==> src/rtl/serial_add_ctrl.sv <==
// Bit-serial add sequencer driving one shared external 1-bit full-adder cell, LSB first.
// Optional SERIAL_ADD_SUB_EN adds a subtract mode (sub) and a signed-overflow flag (ovf).
module serial_add_ctrl #(
    parameter int WIDTH = 8
) (
    input  logic             clk,
    input  logic             rst,
    input  logic             start,
    input  logic [WIDTH-1:0] a_in,
    input  logic [WIDTH-1:0] b_in,
    input  logic             cin,
`ifdef SERIAL_ADD_SUB_EN
    input  logic             sub,
    output logic             ovf,
`endif
    output logic             busy,
    output logic             done,
    output logic [WIDTH-1:0] sum_out,
    output logic             cout,
    output logic             fa_a,
    output logic             fa_b,
    output logic             fa_cin,
    input  logic             fa_sum,
    input  logic             fa_cout
);

    localparam int CNT_W = $clog2(WIDTH + 1);

    localparam logic [1:0] IDLE = 2'd0;
    localparam logic [1:0] RUN  = 2'd1;
    localparam logic [1:0] DONE = 2'd2;

    logic [1:0]       state;
    logic [WIDTH-1:0] a_sh;
    logic [WIDTH-1:0] b_sh;
    logic [WIDTH-1:0] res_sh;
    logic             c;
    logic [CNT_W-1:0] cnt;
    logic             last;
    logic [WIDTH-1:0] b_load;
    logic             c_load;
    logic [WIDTH-1:0] res_next;

    // Subtraction is A + ~B + 1, so only the B operand and the initial carry change.
`ifdef SERIAL_ADD_SUB_EN
    assign b_load = sub ? ~b_in : b_in;
    assign c_load = sub ? 1'b1 : cin;
`else
    assign b_load = b_in;
    assign c_load = cin;
`endif

    assign last     = (cnt == CNT_W'(WIDTH - 1));
    assign res_next = {fa_sum, res_sh[WIDTH-1:1]};

    assign busy   = (state == RUN);
    assign done   = (state == DONE);
    assign fa_a   = busy & a_sh[0];
    assign fa_b   = busy & b_sh[0];
    assign fa_cin = busy & c;

    always_ff @(posedge clk) begin
        if (rst) begin
            state   <= IDLE;
            a_sh    <= '0;
            b_sh    <= '0;
            res_sh  <= '0;
            c       <= 1'b0;
            cnt     <= '0;
            sum_out <= '0;
            cout    <= 1'b0;
`ifdef SERIAL_ADD_SUB_EN
            ovf     <= 1'b0;
`endif
        end else begin
            case (state)
                IDLE: begin
                    if (start) begin
                        a_sh   <= a_in;
                        b_sh   <= b_load;
                        c      <= c_load;
                        cnt    <= '0;
                        res_sh <= '0;
                        state  <= RUN;
                    end
                end
                RUN: begin
                    res_sh <= res_next;
                    c      <= fa_cout;
                    a_sh   <= a_sh >> 1;
                    b_sh   <= b_sh >> 1;
                    cnt    <= cnt + CNT_W'(1);
                    // Results are captured on the final bit so they appear together with done.
                    if (last) begin
                        sum_out <= res_next;
                        cout    <= fa_cout;
`ifdef SERIAL_ADD_SUB_EN
                        ovf     <= c ^ fa_cout;
`endif
                        state   <= DONE;
                    end
                end
                DONE:    state <= IDLE;
                default: state <= IDLE;
            endcase
        end
    end

endmodule

==> config.mk <==
export PLATFORM = sky130hd
export DESIGN_NAME = serial_add_ctrl
export DESIGN_NICKNAME = d
export VERILOG_FILES = /design/src/rtl/serial_add_ctrl.sv
export SDC_FILE = /design/constraint.sdc
export NUM_CORES = 1
export LEC_CHECK = 0
export ABC_CLOCK_PERIOD_IN_PS = 3140
export CAP_MARGIN = 20
export CELL_PAD_IN_SITES_DETAIL_PLACEMENT = 1
export CELL_PAD_IN_SITES_GLOBAL_PLACEMENT = 2
export CORE_MARGIN = 10
export CORE_UTILIZATION = 25
export CTS_BUF_LIST = sky130_fd_sc_hd__clkbuf_8 sky130_fd_sc_hd__clkbuf_16
export CTS_CLUSTER_DIAMETER = 80
export DETAILED_ROUTE_END_ITERATION = 8
export MAX_ROUTING_LAYER = met4
export PLACE_DENSITY_LB_ADDON = 0.1
export SLEW_MARGIN = 30
export SYNTH_ARGS = -nofsm -noshare
export SYNTH_HDL_FRONTEND = slang
export SYNTH_SLANG_ARGS = --single-unit
==> constraint.sdc <==
create_clock -name clk -period 3.14 [get_ports clk]
set_input_delay 0.471 -clock clk [delete_from_list [all_inputs] [get_ports clk]]
set_output_delay 0.471 -clock clk [all_outputs]
set_load 0.03 [all_outputs]
==> impl_metrics.ini <==
[run_status]
status = complete, no violations

[place]
place.gp.congestion = 0.679
dp_hpwl_mm = 3.45
port_buffers = 35

[sta]
finClkSkew_ns = 0.00639
hold_viol = 0
worst_pin_slew_ns = 0.725
rsz0062_at_grt = no
tns_ns = 0
fin_crit_ns = 2.57
drv_slew = 0
fmax_ghz = 0.390
post-route-period-util_pct = 81.7
maxSlewHeadroom_pct = 51.6
setup_viol = 0

[power]
power_frac_comb_pct = 12.6
power_frac_clock_pct = 34.7
total_power_uw = 1000
p_int_uw = 748
swShare_pct = 25.5
p_per_area_nw_per_um2 = 473
ir_drop_mv = 0.150
p_seq_share_pct = 52.7
p_switching_uw = 256
p_leak_uw = 0.000760

[routing]
dr.pass1.iters = 4
drt_iter0_markers = 31
route.vias.total = 1520
ant_nets = 0
drc_errors = 0
via_per_inst = 5.21
wl_per_cell_um = 18.0
routed_wl_mm = 5.26

[critical_path]
r2r_start = state[0]$_SDFFE_PP0P_
worstRegToRegCells = 4
cp.required_ns = 2.67
path_buf_inv = 1
max_stage_delay_ns = 0.67
endpoint_kind = output port
arrival_ns = 2.09
critPathKind = reg2out
cp_slowest_cell = clkdlybuf4s50_1
reg2reg_slack_ns = 1.25
crit_fanout = 14
cp_cell_sequence = and2b_1, and2_1, clkdlybuf4s50_1
cp-start-kind = flop
worstReg2RegEnd = sum_out[3]$_SDFFE_PP0P_
path_delay_family = simple AND/OR/NAND/NOR gates

[cts]
clk_pin_slew_ns = 0.08
cts_buffers = 5
cts_resized = 0
cts_setup_buffers = 0
clock_sinks = 39
cts_buffer_depth = 2
root_buffer = clkbuf_8
clk_latency_ns = 0.29
tritoncts = built
ctsHtreeMaxLevel = 2
cts_hold_repair.buffers = 0

[global_routing]
grt_util_met2_pct = 16.2
grt_most_used_layer = met2
grtUsageTotal_pct = 10.7
grt_max_degree = 28
antenna_found_initial = 0
grt_remaining_overflow = 0
grt_pass1_wl_mm = 8.38
first_global_vias = 1624
met3_usage_pct = 3.43
grt.met1_usage_pct = 13.1

[floorplan]
dieArea_um2 = 10200
rows = 29
pin_count = 36
floorplan.initialDensity_pct = 25.8
coreArea_um2 = 6350
die_y_um = 101
die_x_um = 101

[synthesis]
synth_edf_count = 0
postSynth.asyncResetShare_pct = 0
synth_area_um2 = 1640
synth-seq-area-share_pct = 47.7
ys.flop_type = dfxtp_1
avgSynthCellArea_um2 = 8.84
yosysWarnings = 0
synth.net_count = 208
postSynthCellCount = 185
ys_seq_elements = 39
synth_cell_type_count = 33

[layout]
fill_cells = 739
nets = 238
area_delta_synth_final_pct = 29.7
post-route-util_pct = 33.4
antenna_cells = 0
drive_above_1_share_pct = 9.77

[hold_path]
hp-start = sum_out[7]$_SDFFE_PP0P_
min_path_cells = 2
worstHoldPathType = reg2reg
hold_path_end = sum_out[7]$_SDFFE_PP0P_

[flow_run]
cap_violations = 0
-- power by group through the flow --
stage / clock (µW) / sequential [µW] / combinational, µW
floorplan: 0 / 536 / 74.2
global placement: 0 / 539 / 126
detailed placement: 0 / 540 / 129
CTS: 355 / 529 / 129
global route: 374 / 531 / 140
finish: 348 / 529 / 127
-- routing by layer --
metal | vias up | part of all wire [%] | wire length, µm
li1 | 730 | - | -
met1 | 753 | 49 | 2590
met2 | 32 | 44 | 2340
met3 | 5 | 5.2 | 273
met4 | 0 | 1.2 | 61
met5 | - | 0 | 0
-- registers in the layout (all words and copies together), names as in the netlist --
signal,cells
cnt,4
state,2
res_sh,7
sum_out,8
a_sh,8
b_sh,8
cout,1
c,1
-- cell usage in the layout, fill, tap and decap left out, types with 2 or more instances in the layout --
cell type	n
clkdlybuf4s50_1	35
a22oi_1	10
buf_4	3
a21oi_1	20
and2_1	4
dfxtp_1	39
clkbuf_8	6
a31o_2	8
a31oi_1	2
nand2_1	3
nor2_1	26
nand2b_1	9
o2bb2ai_1	11
nand3_1	2
o22ai_1	4
nand3b_1	2
o21ai_0	13
a211oi_1	4
-- cell usage after synthesis, types with 5 or more instances --
master | instances | area share (%)
dfxtp_1 | 39 | 48
nor2_1 | 26 | 6.0
a21oi_1 | 20 | 6.1
o21ai_0 | 13 | 4.0
o2bb2ai_1 | 11 | 5.9
a22oi_1 | 10 | 4.6
nand2b_1 | 9 | 3.4
a31o_2 | 8 | 4.3
clkbuf_1 | 7 | 1.6
buf_2 | 5 | 1.5
-- through the flow --
stage	setup slack [ns]	area (µm²)	hold WS, ns	cells
2_1_floorplan	1.41	1640	0.461	185
3_3_place_gp	0.900	2030	0.455	285
3_5_place_dp	0.865	2030	0.463	285
4_1_cts	0.547	2120	0.472	292
5_1_grt	0.419	2120	0.541	292
6_report	0.574	2120	0.469	292
-- layout make-up --
type	count	area (µm²)	area share, %
clock buffers	6	82.6	3.89
clock inverters	1	5.00	0.236
inverters	3	13.8	0.649
multi-input cells	128	769	36.3
flip-flops and latches	39	781	36.8
well taps	77	96.3	4.54
repair buffers	38	373	17.6
-- worst max path at each step --
stage	depth (start not counted)	slack [ns]	start	endpoint
2_1_floorplan	4	1.41	state[0]$_SDFFE_PP0P_	fa_a
3_3_place_gp	3	0.90	state[1]$_SDFFE_PP0P_	fa_a
3_5_place_dp	3	0.86	state[1]$_SDFFE_PP0P_	fa_b
4_1_cts	3	0.55	state[1]$_SDFFE_PP0P_	fa_b
5_1_grt	3	0.42	state[1]$_SDFFE_PP0P_	fa_a
6_report	3	0.57	state[1]$_SDFFE_PP0P_	fa_a
-- cell families after synthesis --
kind of cell	share of synthesized area, %
AOI/OAI and AO/OA	30.1
and+or+nand+nor	16.2
DFF	47.7
buffers and inverters	5.20
adders and majority gates	0.765
-- worst register-to-register path, delay by kind of cell (launching register included) --
family	cells	cell delay [ns]
DFF	1	0.32
and+or+nand+nor	2	1.05
buffers and inverters	1	0.25
AOI/OAI and AO/OA	1	0.22
No activity file was read; power rests on OpenSTA's default activity.
